==> src/rtl/fetch_unit.sv <==
`default_nettype none
// ============================================================================
//  Module   : fetch_unit
//  Purpose  : IF stage of the 5-stage RV32 pipeline. Generates the fetch PC,
//             runs the instruction-bus request/ready handshake, buffers up to
//             two returned instructions and drives the IF/ID register.
//             Redirects discard wrong-path work, including a transfer that
//             is already in flight on the bus.
//  Revision : 1.0  initial release
// ============================================================================
module fetch_unit #(
   parameter logic [31:0] RESET_PC  = 32'h0000_0000,
   parameter logic [31:0] NOP_INSTR = 32'h0000_0013
) (
   input  logic        clk,
   input  logic        rst,
   input  logic        stall_ID,
   input  logic        branch_PC_contral,
   input  logic [31:0] branch_target,
   input  logic        csr_PC_contral,
   input  logic [31:0] csr_target,
   input  logic        branch_PC_early_contral,
   input  logic [31:0] early_target,
   output logic        ireq,
   output logic [31:0] iaddr,
   input  logic [31:0] idata,
   input  logic        iready_n,
   output logic [31:0] pc_IF_ID,
   output logic [31:0] instr_IF_ID,
   output logic        valid_IF_ID,
   output logic [1:0]  buf_count
);

   localparam logic [1:0] c_QUEUE_FULL = 2'd2;

   typedef enum logic [1:0] {
      ST_IDLE  = 2'd0,
      ST_FETCH = 2'd1,
      ST_DRAIN = 2'd2
   } state_t;

   state_t      r_state;
   state_t      w_state_nxt;

   logic [31:0] r_fpc;
   logic [31:0] r_drain_addr;

   // Two-entry circular queue of {pc, instr}
   logic [31:0] r_q_pc    [2];
   logic [31:0] r_q_instr [2];
   logic        r_head;
   logic [1:0]  r_count;
   logic [1:0]  w_count_nxt;
   logic        w_wr_idx;

   logic [31:0] r_pc_if_id;
   logic [31:0] r_instr_if_id;
   logic        r_valid_if_id;

   logic        w_ireq;
   logic [31:0] w_iaddr;
   logic        w_any_redirect;
   logic        w_redirect;
   logic [31:0] w_target_raw;
   logic [31:0] w_target;
   logic        w_complete;
   logic        w_fetch_data;
   logic        w_bypass;
   logic        w_push;
   logic        w_pop;

   // Redirect selection: EX branch beats CSR beats ID early branch; targets
   // are forced word aligned. Redirects are meaningless in IDLE.
   always_comb begin
      w_any_redirect = branch_PC_contral | csr_PC_contral | branch_PC_early_contral;
      w_redirect     = (r_state != ST_IDLE) && w_any_redirect;
      if (branch_PC_contral) begin
         w_target_raw = branch_target;
      end else if (csr_PC_contral) begin
         w_target_raw = csr_target;
      end else begin
         w_target_raw = early_target;
      end
      w_target = w_target_raw & 32'hFFFF_FFFC;
   end

   // State register
   always_ff @(posedge clk) begin
      if (rst) begin
         r_state <= ST_IDLE;
      end else begin
         r_state <= w_state_nxt;
      end
   end

   // Next state and bus request; request depends on registered state only
   always_comb begin
      w_state_nxt = r_state;
      w_ireq      = 1'b0;
      w_iaddr     = r_fpc;
      case (r_state)
         ST_IDLE: begin
            w_state_nxt = ST_FETCH;
         end
         ST_FETCH: begin
            w_ireq = (r_count < c_QUEUE_FULL);
            // A redirect while a transfer is stalled must let that transfer
            // finish on its original address before the new target goes out.
            if (w_redirect && w_ireq && iready_n) begin
               w_state_nxt = ST_DRAIN;
            end
         end
         ST_DRAIN: begin
            w_ireq  = 1'b1;
            w_iaddr = r_drain_addr;
            if (!iready_n) begin
               w_state_nxt = ST_FETCH;
            end
         end
         default: begin
            w_state_nxt = ST_IDLE;
         end
      endcase
   end

   // Data movement decisions for this cycle
   always_comb begin
      w_complete   = w_ireq && !iready_n;
      w_fetch_data = (r_state == ST_FETCH) && w_complete && !w_redirect;
      // Empty queue and a free ID stage: the new word goes straight to IF/ID
      w_bypass     = w_fetch_data && (r_count == 2'd0) && !stall_ID;
      w_push       = w_fetch_data && !w_bypass;
      w_pop        = !w_redirect && !stall_ID && (r_count != 2'd0);
      w_wr_idx     = r_head ^ r_count[0];
      case ({w_push, w_pop})
         2'b10:   w_count_nxt = r_count + 2'd1;
         2'b01:   w_count_nxt = r_count - 2'd1;
         default: w_count_nxt = r_count;
      endcase
   end

   // Fetch PC: redirect target, or next sequential word after a good fetch
   always_ff @(posedge clk) begin
      if (rst) begin
         r_fpc <= RESET_PC;
      end else if (w_redirect) begin
         r_fpc <= w_target;
      end else if (w_fetch_data) begin
         r_fpc <= r_fpc + 32'd4;
      end
   end

   // Remember the abandoned address so the bus sees a stable request
   always_ff @(posedge clk) begin
      if (rst) begin
         r_drain_addr <= RESET_PC;
      end else if ((r_state == ST_FETCH) && w_redirect && w_ireq && iready_n) begin
         r_drain_addr <= r_fpc;
      end
   end

   // Queue pointers; a redirect empties the queue
   always_ff @(posedge clk) begin
      if (rst) begin
         r_head  <= 1'b0;
         r_count <= 2'd0;
      end else if (w_redirect) begin
         r_head  <= 1'b0;
         r_count <= 2'd0;
      end else begin
         r_head  <= r_head ^ w_pop;
         r_count <= w_count_nxt;
      end
   end

   // Queue storage; contents are only meaningful under r_count
   always_ff @(posedge clk) begin
      if (w_push) begin
         r_q_pc[w_wr_idx]    <= r_fpc;
         r_q_instr[w_wr_idx] <= idata;
      end
   end

   // IF/ID register: redirect bubble, stall hold, queue head, bypass or bubble
   always_ff @(posedge clk) begin
      if (rst) begin
         r_pc_if_id    <= 32'h0000_0000;
         r_instr_if_id <= NOP_INSTR;
         r_valid_if_id <= 1'b0;
      end else if (w_redirect) begin
         r_instr_if_id <= NOP_INSTR;
         r_valid_if_id <= 1'b0;
      end else if (!stall_ID) begin
         if (w_pop) begin
            r_pc_if_id    <= r_q_pc[r_head];
            r_instr_if_id <= r_q_instr[r_head];
            r_valid_if_id <= 1'b1;
         end else if (w_bypass) begin
            r_pc_if_id    <= r_fpc;
            r_instr_if_id <= idata;
            r_valid_if_id <= 1'b1;
         end else begin
            r_instr_if_id <= NOP_INSTR;
            r_valid_if_id <= 1'b0;
         end
      end
   end

   assign ireq        = w_ireq;
   assign iaddr       = w_iaddr;
   assign pc_IF_ID    = r_pc_if_id;
   assign instr_IF_ID = r_instr_if_id;
   assign valid_IF_ID = r_valid_if_id;
   assign buf_count   = r_count;

endmodule
`default_nettype wire

==> config.mk <==
export PLATFORM = sky130hd
export DESIGN_NAME = fetch_unit
export DESIGN_NICKNAME = d
export VERILOG_FILES = /design/src/rtl/fetch_unit.sv
export SDC_FILE = /design/constraint.sdc
export NUM_CORES = 1
export LEC_CHECK = 0
export ABC_CLOCK_PERIOD_IN_PS = 12200
export BUFFER_PORTS_ARGS = -buffer_cell sky130_fd_sc_hd__buf_2
export CAP_MARGIN = 10
export CORE_AREA = 3 3 142 144
export DETAILED_ROUTE_END_ITERATION = 6
export DIE_AREA = 0 0 145 147
export PLACE_DENSITY = 0.84
export SYNTH_ARGS = -nofsm -noshare
export SYNTH_HDL_FRONTEND = slang
export SYNTH_SLANG_ARGS = --single-unit
==> constraint.sdc <==
create_clock -name clk -period 12.2 [get_ports clk]
set_input_delay 2.44 -clock clk [delete_from_list [all_inputs] [get_ports clk]]
set_output_delay 2.44 -clock clk [all_outputs]
set_load 0.05 [all_outputs]
==> results by stage, run 1 <==
Detailed routing:
- Once detail routing completed, the nets flagged for antenna violations numbered 0.
- The residual DRC count is 0.
- The first-pass detailed-route iteration total is 5.
- The mean number of vias per cell is 5.71.
- Summing over every cut layer, the via total after detailed routing is 8212.
- Summed over all layers, the routed wires come to 25900 um.
- After the first detailed-routing iteration, the DRC count stood at 543.
- The wire length per cell is 18.0 um.

Critical path:
- The signal on the critical path passes through buf_2 -> nor3_2 -> or2_2 -> nand2b_2 -> buf_4 -> nor3_2 -> buf_4 -> a22o_1.
- The worst path required time is 12.66 ns.
- The critical path contains buffers and inverters numbering 3 combined.
- Across all register-to-register paths, the minimum setup slack is 8.65 ns.
- STA classifies the critical path startpoint as a primary input.
- The largest individual stage delay along the critical path comes from the cell nor3_2.
- The gate family responsible for the most delay along the worst path is simple AND/OR/NAND/NOR gates.
- The largest single stage delay on the critical path is 0.83 ns.
- In this run the worst path has a maximum fanout of 56.
- For the worst setup path, the data arrival time is 5.89 ns.
- The start-to-end type of the worst setup path is primary input to register.
- STA classifies the critical path endpoint as a register.

Floorplanning:
- The die is 147 um tall.
- For this configuration, the core starts out at a cell density of 0.589.
- In this run the core area contains 50 standard-cell rows.
- The number of primary I/O pins is 235.
- The total area inside the core boundary comes to 18800 sq um.
- The overall die area is 21300 sq um.
- The die is 145 um wide.

Pwr:
- The power per cell area is 194 nW/um^2.
- The fraction of power spent switching nets is 0.342.
- The worst-case IR drop observed on VDD is 0.148 mV.
- The share of total power dissipated in combinational logic is 0.257.
- The share of total power dissipated in the clock network is 0.317.
- The power share of the sequential group is 0.427.
- Summed over all cells, the static leakage comes to 0.00500 uW.
- Summed over all nets, the switching power comes to 877 uW.
- Cell internal power was estimated by the tool at 1690 uW.

Global route:
- The initial antenna violation count was 1.
- Across every metal layer, demand over resource in global routing totals 0.238.
- Global routing finished with a remaining overflow of 0.
- The pin count of the biggest net entering global routing is 70.
- The first global-routing pass estimated 42000 um of wire.
- The number of global-route vias before repair is 8127.

Clock tree:
- The total clock sinks is 252.
- The clock tree from TritonCTS is done.
- Clock latency on the worst-skew pair, taken at its later pin, is 0.51 ns.
- The clock passes through at most 3 buffers.
- The number of setup buffers added after CTS is 0.
- Counting the buffers created by CTS gives 26.
- The clock root buffer is clkbuf_16.
- Buffers inserted to repair hold after CTS numbered 0.
- Once the clock tree was built, the resizer swapped 0 gates to a different size.
- The clock-pin slew of the registers on the worst-case setup and hold paths is 0.06 ns.
- The CTS H-tree depth is 1.

Outcome:
- The flow ran to the end, and the final reports show no timing, DRC or antenna violations.

STA:
- In the finished design, the share of the clock period the worst path needs comes to 0.445.
- On the final layout, the worst clock skew is 0.0139 ns.
- The final-report max-slew violation count came to 0.
- The setup total negative slack is 0 ns.
- The number of hold violations in the final report is 0.
- The shortest period the worst path allows is 5.43 ns.
- On the final layout, the worst hold slack is 0.453 ns.
- The setup violation total in the final timing report is 0.
- The slew at the pin with the worst max-slew slack is 1.21 ns.
- Headroom to the max-slew limit came out at 0.192.
- Setup repair after global routing left no endpoint under its margin.
- Based on the critical path, the design can be clocked at up to 184 MHz.

Final layout:
- The number of fillers in the final layout is 1323.
- The area growth from synthesis to layout is 19.3%.
- The fraction of layout instances using a drive strength above 1 is 0.311.
- The total number of nets in the final design is 1299.

Placed design:
- The count of port buffers added during placement is 224.
- The weighted congestion reported at the end of routability-driven placement is 0.825.
- The wire-length estimate of the detail-placed layout is 16900 um.

Synthesis:
- The share of synthesized area occupied by flip-flops and latches is 0.567.
- Counting flops with an async set or reset pin after synthesis yields a share of 0.
- The number of warnings reported in the yosys synthesis log is 0.
- For this run, the leading register cell type out of synthesis is dfxtp_1.
- In the post-synthesis netlist, the cell with the most instances is dfxtp_1.
- By area the synthesized netlist is led by edfxtp_1 (34%), dfxtp_1 (23%), mux2_2 (6.1%), mux2i_1 (5.8%), nand2_1 (3.7%).
- Counting flops with a built-in enable in the synthesized netlist gives 124.
- The top cell type's share of synthesized area is 0.336.
- The mean cell area of the mapped netlist is 11.4 sq um.
- The post-synthesis instance area is 11100 sq um.
- The largest total area in the synthesized netlist belongs to edfxtp_1.
- In the synthesized netlist, the cells that appear most often are dfxtp_1 (128), edfxtp_1 (124), nand2_1 (108).
- The cell count after synthesis is 969.
- After synthesis, the netlist uses 53 different library cells.
- The number of storage elements in the synthesis netlist is 252.

Worst hold path:
- The classification of the worst-slack hold path is register to register.

Run:
- The max capacitance violation total is 0.
sequential cells by signal, indices dropped and copies added (netlist names):
register	flops
r_q_pc	60
buf_count	2
pc_IF_ID	30
instr_IF_ID	32
r_fpc	30
r_state	2
r_drain_addr	30
valid_IF_ID	1
r_head	1
r_q_instr	64
per-stage QoR:
stage / cell area, sq um / worst slack, ns / total power (uW) / utilization / instances
after floorplan: 11100 / 5.68 / 1570 / - / 972
after global placement: 12300 / 6.23 / 1750 / 0.655 / 1390
after detailed placement: 12300 / 6.22 / 1760 / 0.655 / 1390
after CTS: 13200 / 6.73 / 2580 / 0.702 / 1438
after global routing: 13200 / 6.47 / 2670 / 0.702 / 1439
final: 13200 / 6.77 / 2560 / 0.702 / 1439
tightest hold or removal path, stage by stage (launching register included):
cell and delay (ns):
dfxtp_1 0.31, nand2_1 0.05, a21oi_1 0.05
area by class of cell:
class,count,area (sq um),area share
antenna,1,2.50,0.000189
clock buffer,37,773,0.0585
clock inverter,11,126,0.00955
inverter,11,41.3,0.00312
multi-input combinational,631,4460,0.337
sequential,252,6290,0.476
tap,260,325,0.0246
timing repair buffer,236,1210,0.0916
final timing paths:
kind,start,end,cells after the start
setup / recovery,branch_PC_contral,pc_IF_ID[6],8
hold / removal,r_drain_addr[31],r_drain_addr[31],2
setup reg to reg,r_state[0],r_q_instr[1][18],8
hold reg to reg,r_drain_addr[31],r_drain_addr[31],2
power by group through the flow:
stage	combinational [uW]	sequential, uW	clock, uW
2_1_floorplan	454	1120	0
3_3_place_gp	646	1100	0
3_5_place_dp	654	1110	0
4_1_cts	660	1090	826
5_1_grt	706	1110	863
6_report	658	1090	811
cells in the final DEF, fill, tap and decap left out, types with 4 or more instances in the layout:
cell,instances
a211oi_1,30
a21o_1,5
a21oi_1,43
a221oi_1,33
a22o_1,30
buf_2,224
buf_4,12
clkbuf_1,4
clkbuf_16,27
clkbuf_8,6
clkinv_1,5
conb_1,4
dfxtp_1,127
edfxtp_1,124
ha_1,6
inv_1,10
mux2_2,60
mux2i_1,64
nand2_1,108
nand3_1,9
nand4_1,4
nor2_1,37
nor2b_1,31
nor3_1,37
nor3_2,4
nor4_2,8
o21ai_0,35
o22ai_1,9
xnor2_1,24
xor2_1,9
cells by family after synthesis:
kind of cell,synth area share
buffers and inverters,0.0364
xor gates and xnor gates,0.0261
other,0.000338
and+or+nand+nor,0.123
AOI/OAI and AO/OA,0.122
muxes,0.119
adders and majority gates,0.00677
DFF,0.567
routing by layer:
| metal | wire, um | global-route usage |
|---|---|---|
| met1 | 11000 | 0.316 |
| met2 | 12700 | 0.413 |
| met3 | 1920 | 0.0379 |
| met4 | 343 | 0.0613 |
| met5 | 0 | 0 |
Power figures use the tool's default switching activity.
==> inputs of run 2 (changes only) <==
ABC_CLOCK_PERIOD_IN_PS = 5360   (was 12200)
CORE_AREA = 3 3 146 148   (was 3 3 142 144)
DIE_AREA = 0 0 149 151   (was 0 0 145 147)
PLACE_DENSITY = 0.8   (was 0.84)
clock period = 5.36 ns   (was 12.2 ns; I/O delays follow)
==> results by stage, run 2 (synthesis gave the netlist of run 1 again) <==
Outcome:
- The run finished with clean final reports.

Placed design:
- Routability-driven placement finished with a final weighted congestion of 0.835.
- The count of port buffers added during placement is 224.
- In this run, placement finished with an instance count of 1404.
- Once placement finished, the instance area stood at 12400 sq um.
- Prior to clock tree synthesis, the placed netlist has a worst setup slack of 1.54 ns.
- The placed wire-length estimate after detailed placement is 17100 um.

Clock tree:
- TritonCTS built the clock tree.
- The total clock sinks is 252.
- At the later pin of the worst-skew pair, clock insertion delay measures 0.51 ns.
- The clock-pin slew of the registers on the worst-case setup and hold paths is 0.06 ns.
- The CTS H-tree depth is 1.
- The clock root buffer is clkbuf_16.
- Post-CTS repair changed the size of 0 cells.
- The number of setup buffers added after CTS is 0.
- The number of buffers on the longest clock path is 3.
- For this design, the CTS-stage hold fixing added 0 buffers.
- Clock tree synthesis inserted a total of 26 buffers.

Floorplanning:
- The floorplan step set the die width to 149 um.
- The overall die area is 22500 sq um.
- The die height is 151 um.
- The number of primary I/O pins is 235.
- The region available for standard cell placement spans 20200 sq um.
- The placement row count is 52.
- The initial core utilization is 0.550.

Global route:
- The pin count of the biggest net entering global routing is 69.
- The first global-routing pass estimated 40600 um of wire.
- After global routing, the most crowded layer is met2.
- In the global route stage, met1 resource usage came out at 0.301.
- The initial antenna violation count is 2.
- The total routing resource utilization after global routing is 0.223.
- The met3 usage in global routing is 0.0389.
- The number of global-route vias before repair is 7919.
- After global routing the overflow that remains totals 0.
- The fraction of met2 tracks used by global routing is 0.377.

Pwr:
- The highest ir drop seen on vdd is 0.243 mV.
- The power per cell area is 428 nW/um^2.
- Summed over all cells, the static leakage comes to 0.00497 uW.

Critical path:
- The maximum cell stage delay along the critical path is 0.55 ns.
- On the critical path, the stage with the largest delay is an instance of nor2b_4.
- In this run the worst path has a maximum fanout of 39.
- The kind of end point of the critical path is a register.
- Counting both buffers and inverters, the worst setup path holds a total of 3.
- The worst setup path is of the register to register kind.
- The cell repeated most along the worst path is buf_4.
- The gate family responsible for the most delay along the worst path is simple AND/OR/NAND/NOR gates.
- At the worst endpoint, the arrival time is 3.44 ns.
- Traced cell by cell, the critical path runs through inv_1 -> ha_1 -> buf_4 -> nand2b_1 -> nand2_2 -> or3_1 -> nor2b_4 -> buf_4.
- STA classifies the critical path startpoint as a register.
- STA puts the critical path data required time at 5.54 ns.

STA:
- The setup total negative slack is 0 ns.
- Setup violations remaining at the end of the flow were counted as 0.
- In the finished design, the share of the clock period the worst path needs comes to 0.610.
- Setup repair after global routing left no endpoint under its margin.
- For the pin with the worst max-slew slack, the measured transition is 1.08 ns.
- For this run, the top clock speed supported by timing is 306 MHz.
- The smallest setup slack after layout is 2.09 ns.
- The shortest period the worst path allows is 3.27 ns.
- The tightest hold path in the finished design has a slack of 0.452 ns.
- The final-report max-slew violation count is 0.
- The number of hold violations in the final report is 0.
- The setup skew after layout is 0.00993 ns.
- The max-slew headroom at the worst pin is 0.283.

Run:
- The tool flagged a number of max-cap violations equal to 0.

Final layout:
- Summing all flip-flop and latch instances after layout gives 6290 sq um.
- The total number of nets in the final design is 1303.
- Once layout is complete, the cells apart from fillers number 1452.
- The area growth from synthesis to layout is 18.9%.
- Ranked by flip-flop count, first place goes to r_q_instr.
- The layout has 1540 filler cells.
- Leaving out fill and tap cells, the most frequent cells in the layout are buf_2 (224), dfxtp_1 (127), edfxtp_1 (124).
- The library cell used most frequently in the layout, excluding fill and tap cells, is buf_2.
- The cell area after layout is 13200 sq um.
- In the final layout, the multi-input gates occupy 4460 sq um.
- The fraction of layout instances using a drive strength above 1 is 0.311.
- The register with the most flip-flops in the layout has 64 of them.
- 0 antenna diodes ended up in the layout.

Detailed routing:
- The first-pass detailed-route iteration total is 5.
- Once detail routing completed, the nets flagged for antenna violations numbered 0.
- Using the TritonRoute via totals, the vias-per-cell ratio works out to 5.63.
- In the routed design, unresolved DRC markers number 0.
- The final route contains 8170 vias.
- The total routed wirelength is 25900 um.
- After detailed routing, the average wire length per cell comes to 17.8 um.
- For this block, the initial DRC count from the detailed router was 518.

Worst hold path:
- The min-delay analysis places its worst path in the category register to register.
==> run 2: cell types whose count changed in the layout (fill, tap and decap cells not counted), moves of 2 or more <==
cell        delta
clkinvlp_4     +2
bufinv_16      -3
clkbuf_8       -3
clkinv_2       +2
clkbuf_1       +2
buf_4          +3
==> run 2: path summary, 6_finish.rpt <==
check	start	end	slack, ns	cells after the start
hold / removal	r_drain_addr[12]	r_drain_addr[12]	0.45	2
setup reg to reg	r_state[0]	r_q_pc[0][23]	2.09	8
setup / recovery	r_state[0]	r_q_pc[0][23]	2.09	8
hold reg to reg	r_drain_addr[12]	r_drain_addr[12]	0.45	2
==> run 2: final cells by class <==
type | instances | share of cell area
flip-flops and latches | 252 | 0.477
multi-input cells | 631 | 0.338
repair buffers | 240 | 0.0951
clock buffers | 36 | 0.0561
well taps | 270 | 0.0256
clock inverters | 12 | 0.00465
inverters | 11 | 0.00313
==> run 2: where the power goes <==
group | internal (uW) | switching, uW
sequential | 2230 | 250
clock | 961 | 713
combinational | 465 | 1020
==> run 2: stage by stage <==
step	util	power, uW
global placement	0.614	3970
finish	0.654	5640
global route	0.654	5890
detailed placement	0.614	4000
CTS	0.654	5660
floorplan	-	3580
==> run 2: metal layers <==
layer  share of wire  routed length (um)
met1            0.43               11100
met4           0.019                 503
met2            0.48               12300
met3           0.073                1900
met5         0.00093                  24
==> run 2: tightest hold or removal path, stage by stage (launching register included) <==
cell,delay [ns]
dfxtp_1,0.30
nand2_1,0.05
a21oi_1,0.05
